## src/rtl/posit8_mul_core.sv

```systemverilog
// Posit8 (es=1) multiply stage: sequential shift-add significand multiply plus
// scale addition, producing an unrounded normalized product for the encoder.
module posit8_mul_core (
   input  logic       clk,
   input  logic       rst,
   input  logic       in_valid,
   output logic       in_ready,
   input  logic       a_sign,
   input  logic       b_sign,
   input  logic [3:0] a_regi,
   input  logic [3:0] b_regi,
   input  logic       a_expo,
   input  logic       b_expo,
   input  logic [3:0] a_frac,
   input  logic [3:0] b_frac,
   input  logic       a_zero,
   input  logic       b_zero,
   input  logic       a_nar,
   input  logic       b_nar,
   output logic       out_valid,
   input  logic       out_ready,
   output logic       out_sign,
   output logic [6:0] out_scale,
   output logic [7:0] out_frac,
   output logic       out_sticky,
   output logic       out_zero,
   output logic       out_nar
);

   typedef enum logic [1:0] {IDLE, MUL, NORM, DONE} state_t;

   state_t             state_q, state_d;
   logic               sign_q, sign_d;
   logic signed [6:0]  scale_q, scale_d;
   logic               zero_q, zero_d;
   logic               nar_q, nar_d;
   logic [4:0]         mcand_q, mcand_d;
   logic [4:0]         mplier_q, mplier_d;
   logic [9:0]         acc_q, acc_d;
   logic [2:0]         cnt_q, cnt_d;

   logic               osign_q, osign_d;
   logic signed [6:0]  oscale_q, oscale_d;
   logic [7:0]         ofrac_q, ofrac_d;
   logic               osticky_q, osticky_d;
   logic               ozero_q, ozero_d;
   logic               onar_q, onar_d;

   // Scale of one operand is 2*k + e; {k, e} is exactly that value in 5 bits.
   function automatic logic signed [6:0] op_scale(input logic [3:0] regi, input logic expo);
      return {{2{regi[3]}}, regi, expo};
   endfunction

   // Drop the leading 1 of the 10-bit product; returns {frac, sticky}.
   function automatic logic [8:0] norm_frac(input logic [9:0] prod);
      if (prod[9]) return {prod[8:1], prod[0]};
      else         return {prod[7:0], 1'b0};
   endfunction

   assign in_ready   = (state_q == IDLE);
   assign out_valid  = (state_q == DONE);
   assign out_sign   = osign_q;
   assign out_scale  = oscale_q;
   assign out_frac   = ofrac_q;
   assign out_sticky = osticky_q;
   assign out_zero   = ozero_q;
   assign out_nar    = onar_q;

   always_comb begin
      state_d   = state_q;
      sign_d    = sign_q;
      scale_d   = scale_q;
      zero_d    = zero_q;
      nar_d     = nar_q;
      mcand_d   = mcand_q;
      mplier_d  = mplier_q;
      acc_d     = acc_q;
      cnt_d     = cnt_q;
      osign_d   = osign_q;
      oscale_d  = oscale_q;
      ofrac_d   = ofrac_q;
      osticky_d = osticky_q;
      ozero_d   = ozero_q;
      onar_d    = onar_q;
      case (state_q)
         IDLE: begin
            if (in_valid) begin
               sign_d   = a_sign ^ b_sign;
               scale_d  = op_scale(a_regi, a_expo) + op_scale(b_regi, b_expo);
               nar_d    = a_nar | b_nar;
               zero_d   = (a_zero | b_zero) & ~(a_nar | b_nar);
               mcand_d  = {1'b1, a_frac};
               mplier_d = {1'b1, b_frac};
               acc_d    = '0;
               cnt_d    = '0;
               state_d  = (a_nar | b_nar | a_zero | b_zero) ? NORM : MUL;
            end
         end
         MUL: begin
            if (mplier_q[cnt_q])
               acc_d = acc_q + ({5'b0, mcand_q} << cnt_q);
            cnt_d = cnt_q + 3'd1;
            if (cnt_q == 3'd4)
               state_d = NORM;
         end
         NORM: begin
            // Specials carry only their flag; every numeric field is forced to 0.
            if (nar_q | zero_q) begin
               osign_d   = 1'b0;
               oscale_d  = '0;
               ofrac_d   = '0;
               osticky_d = 1'b0;
            end else begin
               osign_d                = sign_q;
               oscale_d               = acc_q[9] ? scale_q + 7'sd1 : scale_q;
               {ofrac_d, osticky_d}   = norm_frac(acc_q);
            end
            ozero_d = zero_q;
            onar_d  = nar_q;
            state_d = DONE;
         end
         DONE: begin
            if (out_ready)
               state_d = IDLE;
         end
         default: state_d = IDLE;
      endcase
   end

   always_ff @(posedge clk) begin
      if (rst) begin
         state_q   <= IDLE;
         osign_q   <= 1'b0;
         oscale_q  <= '0;
         ofrac_q   <= '0;
         osticky_q <= 1'b0;
         ozero_q   <= 1'b0;
         onar_q    <= 1'b0;
      end else begin
         state_q   <= state_d;
         osign_q   <= osign_d;
         oscale_q  <= oscale_d;
         ofrac_q   <= ofrac_d;
         osticky_q <= osticky_d;
         ozero_q   <= ozero_d;
         onar_q    <= onar_d;
      end
   end

   // Working datapath registers need no reset: IDLE reloads them on every accept.
   always_ff @(posedge clk) begin
      sign_q   <= sign_d;
      scale_q  <= scale_d;
      zero_q   <= zero_d;
      nar_q    <= nar_d;
      mcand_q  <= mcand_d;
      mplier_q <= mplier_d;
      acc_q    <= acc_d;
      cnt_q    <= cnt_d;
   end

endmodule

```

## config.mk

```make
export PLATFORM = sky130hd
export DESIGN_NAME = posit8_mul_core
export DESIGN_NICKNAME = d
export VERILOG_FILES = /design/src/rtl/posit8_mul_core.sv
export SDC_FILE = /design/constraint.sdc
export NUM_CORES = 1
export LEC_CHECK = 0
export ABC_AREA = 1
export CAP_MARGIN = 10
export CORE_ASPECT_RATIO = 1.75
export CORE_MARGIN = 2
export CORE_UTILIZATION = 45
export DETAILED_ROUTE_END_ITERATION = 10
export MAX_ROUTING_LAYER = met4
export PLACE_DENSITY_LB_ADDON = 0.12
export SLEW_MARGIN = 20
export SYNTH_ARGS = -nofsm -noshare
export SYNTH_HDL_FRONTEND = slang
export SYNTH_SLANG_ARGS = --single-unit
```

## constraint.sdc

```tcl
create_clock -name clk -period 7 [get_ports clk]
set_input_delay 1.4 -clock clk [delete_from_list [all_inputs] [get_ports clk]]
set_output_delay 1.4 -clock clk [all_outputs]
set_load 0.01 [all_outputs]
```

Word-level counts from Yosys, hierarchy flattened
Cells that the tools add are included.
{ "totals": {"ff_bits": 52, "latchBits": 0, "mem_bits_rw": 0, "romBits": 0, "in_bits": 28, "output_inout_bits": 21, "mem_count": 0} }
{ "op_classes": {"addsub": 4, "multipliers": 0, "div_mod_pow": 0, "n_lt_le_gt_ge": 1, "n_eq_ne": 8, "shift": 1, "muxes": 18, "bitwise": 8, "n_reduce_logical": 6} }
{ "op_table": {"columns": ["cell", "count"], "rows": [
  ["2-to-1 mux 10 bit", 2],
  ["one-hot mux 10 bit (2 select lines)", 1],
  ["2-to-1 mux 7 bit", 2],
  ["adder 10 bit", 1],
  ["left shift 5 x 3 -> 10 bit", 1],
  ["2-to-1 mux 9 bit", 1],
  ["2-to-1 mux 2 bit", 4],
  ["2-to-1 mux 8 bit", 1],
  ["one-hot mux 2 bit (4 select lines)", 1],
  ["adder 7 x 2 -> 7 bit, second input constant", 1],
  ["adder 5 x 5 -> 6 bit", 1],
  ["inequality test 2 bit, second input constant", 3],
  ["one-hot mux 3 bit (2 select lines)", 1],
  ["AND reduction 3 bit", 2],
  ["OR 1 bit", 5],
  ["equality test 2 bit, second input constant", 2],
  ["< comparator 3 x 4 -> 1 bit, second input constant", 1],
  ["AND reduction 2 bit", 2],
  ["adder 3 x 1 -> 3 bit, second input constant", 1],
  ["binary-select mux 1 bit (select 3 bit)", 1],
  ["equality test 3 bit, second input constant", 1],
  ["2-to-1 mux 1 bit", 3],
  ["2-to-1 mux 3 bit", 1],
  ["equality test 2 x 1 -> 1 bit, second input constant", 1],
  ["other kinds (6)", 6]
]} }

Logic depth before layout (Yosys ltp)
{ "logic_depth": {"depth_word": 6, "depth_mapped": 16} }

Worst setup path after synthesis
OpenSTA, ideal clock, no wires.
{ "synth_path": {"path_kind": "input-to-reg", "start": "input in_valid", "end": "register acc_q[0], enable pin", "arrival_ps": 2248, "slack_ps": 4372, "stages": 3, "n_path_buf": 0, "path_cell_list": "nand2_1 > o21ai_0 > a21boi_1"} }
{ "synth_via": {"elab_chain_len": 2} }
{ "synth_rtl": {"columns": ["item", "line", "text"], "rows": [
  ["start: declaration", "6", "input logic in_valid,"],
  ["inequality test 2 bit (no line)", null, null],
  ["AND reduction 3 bit (no line)", null, null],
  ["end signal: assignment", "158", "acc_q <= acc_d;"],
  ["end: declaration", "39", "logic [9:0] acc_q, acc_d;"]
]} }
No other way between the ends.
A chain may end at the register's enable or synchronous reset.

Final worst setup path
{ "layout_path": {"start": "input in_valid", "end": "register acc_q[2], enable pin"} }
The elaborated chain is that of the path after synthesis.

==> metrics <==
Pwr per Cell Area=about 240 nW/um2; vias=2,407; DRT antenna net count=0; Die Span Y=around 110 um; Synth Warn #=0; Worst-path clk slew=roughly 0.090 ns; Slew Viols, Final=0; Post-synth EDFFs=30; Post-CTS Hold Buffers=0; die width=approximately 65 um; fin worst setup slack=3.94 ns; Post-CTS Setup Bufs=0; DRT iter0 DRCs=between 100 and 150; die area=just over 7000 um2; initial core utilization=0.471; Simple-Gate Fraction of Synth Area=0.240; clock tree buffer depth=2; flip-flop and latch area=1320 um2; Yosys cell types=32; H-tree Lvls=2; Worst setup SP type=primary input; max cap viols=0; largest family of logic cells by synthesized area=simple AND/OR/NAND/NOR gates; Final Skew=~0.0078 ns; Pint=~0.00056 W; Worst setup EP type=register; adder-cell share of the synthesized area=0.103; Core Area=around 6200 um2; #FFs+latches synth=51; mux share of post-synthesis cell area=0; post-synthesis async set-or-reset flop share=0; multi-input logic area=approximately 1400 um2; via/cell ratio=about 5; cts bufs inserted=5; Synth Area in Compound Gates=0.118; number of remaining DRC errors=0; sequential power share=0.463; setup repair after global routing missed its margin=no; Mapped Nets=416; Logic pwr share=0.319; total chip power=0.000853 W; ys flop type=edfxtp_1; worst rel slew slack=0.380; IR drop worst, VDD=~0.11 mV; drt pass-1 iters=4; Static Leak=~1.5 nW; Fmax=roughly 330 MHz; Post-Syn Area=just under 3000 um2; Worst Hold Endpoint=out_frac[7]; R2R Path Start=state_q[1]; period utilization=0.437; most frequent cells in the layout=108 x nand2_1, 48 x clkdlybuf4s50_1, 40 x inv_1, 38 x a21oi_1, 30 x edfxtp_1; CTS sink cnt=51; Post-Synth XOR/XNOR Area=0.0120; later-pin clock latency in the skew report=between 0.3 and 0.4 ns; Least-Margin Pin Slew=slightly above 0.9 ns; minimum clock period=~3 ns; Port Buffer Count=48; vias in the first global route=2,302; drt total wl=5.84 mm; Switching Fraction=0.342; R2R Path End=acc_q[2]; commonest non-fill, non-tap cell in the layout=nand2_1; cell count of the worst hold path=2; # resized after CTS=0; ANT cells=0; WL per Instance=~12 um; largest net degree at the start of global routing=22; routability congestion estimate=between 0.9 and 1; IO Count=between 40 and 50; fill count=between 500 and 600; syn_area_per_cell=8.03 um2; WP data required=about 6.9 ns; FF-to-FF path depth=5; crit path DAT=around 3 ns; share of cells above drive strength 1=0.0439; CP Class=primary input to register; status=complete, no violations; global route total overflow=0; GRT Resource Usage Total=0.178; Gate Count Post-Synth=about 370; register-to-register setup slack=between 4 and 5 ns; TritonCTS clock tree=done; post-route cell area=between 3000 and 4000 um2; crit-path max FO=10; initial antenna violation count=0; clock network power share=0.217; post-place setup slack=3.57 ns; post-synthesis sequential area ratio=0.451; DP HPWL=between 4 and 5 mm; Post-Route Setup TNS=0 ns; Post-DP Area=between 3000 and 4000 um2; final setup fails=0; Cell Rows=38; Area Growth Syn to Fin=21.0%; clk root buf=clkbuf_8; first-pass GRT wire length=a little under 10 mm; count of final hold-check violations=0; Hold/Removal Path Class=register to register; worst hold path startpoint=out_frac[7]; NetSw=roughly 0.00029 W; Nets=460
==> metal layers <==
layer  track usage  wire length [um]
met1         0.187              2390
met2         0.326              3200
met3        0.0294               163
met4        0.0639                90
met5             -                 0
==> cells by family after synthesis <==
kind of cell | after synthesis
fa+ha+maj | 23
buf+inv | 53
flops | 51
xor+xnor | 4
simple gates | 168
compound gates | 66
==> synth_stat cells (2+ instances only) <==
cell type | count | area [um2]
inv_2 | 2 | 7.51
a21oi_1 | 38 | 190
buf_2 | 4 | 20.0
xor2_1 | 3 | 26.3
clkbuf_1 | 4 | 15.0
nand4_1 | 2 | 12.5
nor3_2 | 2 | 20.0
nand2_1 | 108 | 405
fa_1 | 2 | 40.0
o21ai_0 | 20 | 100
edfxtp_1 | 30 | 901
ha_1 | 21 | 263
or2_2 | 2 | 12.5
dfxtp_1 | 21 | 420
inv_1 | 40 | 150
nor2_1 | 26 | 97.6
nand3_1 | 24 | 120
buf_6 | 2 | 22.5
==> state kept, by name, summed over array words and instances (netlist names) <==
name / cells
acc_q: 10
out_frac: 8
out_scale: 7
scale_q: 6
mcand_q: 4
mplier_q: 4
cnt_q: 3
state_q: 2
nar_q: 1
out_nar: 1
out_sign: 1
out_sticky: 1
out_zero: 1
sign_q: 1
zero_q: 1
==> per-stage QoR <==
step	hold slack, ns	cells	utilization
2_1_floorplan	0.475	365	-
3_3_place_gp	0.452	482	0.553
3_5_place_dp	0.455	482	0.553
4_1_cts	0.468	490	0.570
5_1_grt	0.481	490	0.570
6_report	0.466	490	0.570
==> cell type report <==
class,count,share of cell area
tap,80,0.0282
inverter,42,0.0444
timing repair buffer,48,0.135
sequential,51,0.372
multi-input combinational,261,0.391
clock buffer,8,0.0286
==> worst max-delay path by stage <==
stage	start	to	slack (ns)	depth (start not counted)
2_1_floorplan	in_valid	acc_q[0]	4.37	3
3_3_place_gp	in_valid	acc_q[5]	3.64	4
3_5_place_dp	in_valid	acc_q[6]	3.57	4
4_1_cts	in_valid	acc_q[4]	3.91	4
5_1_grt	in_valid	acc_q[9]	3.81	4
6_report	in_valid	acc_q[2]	3.94	4
==> critical path, stage by stage <==
cell and delay [ns]:
clkdlybuf4s50_1 0.49, nand2_1 0.07, o21ai_0 0.21, a21boi_1 0.82
==> power by group through the flow <==
stage / clock (W) / sequential, W / combinational (W)
3_3_place_gp: 0 / 0.000401 / 0.000271
2_1_floorplan: 0 / 0.000390 / 0.000205
5_1_grt: 0.000200 / 0.000401 / 0.000315
3_5_place_dp: 0 / 0.000403 / 0.000275
6_report: 0.000185 / 0.000395 / 0.000272
4_1_cts: 0.000193 / 0.000396 / 0.000276
Power figures use the tool's default switching activity.
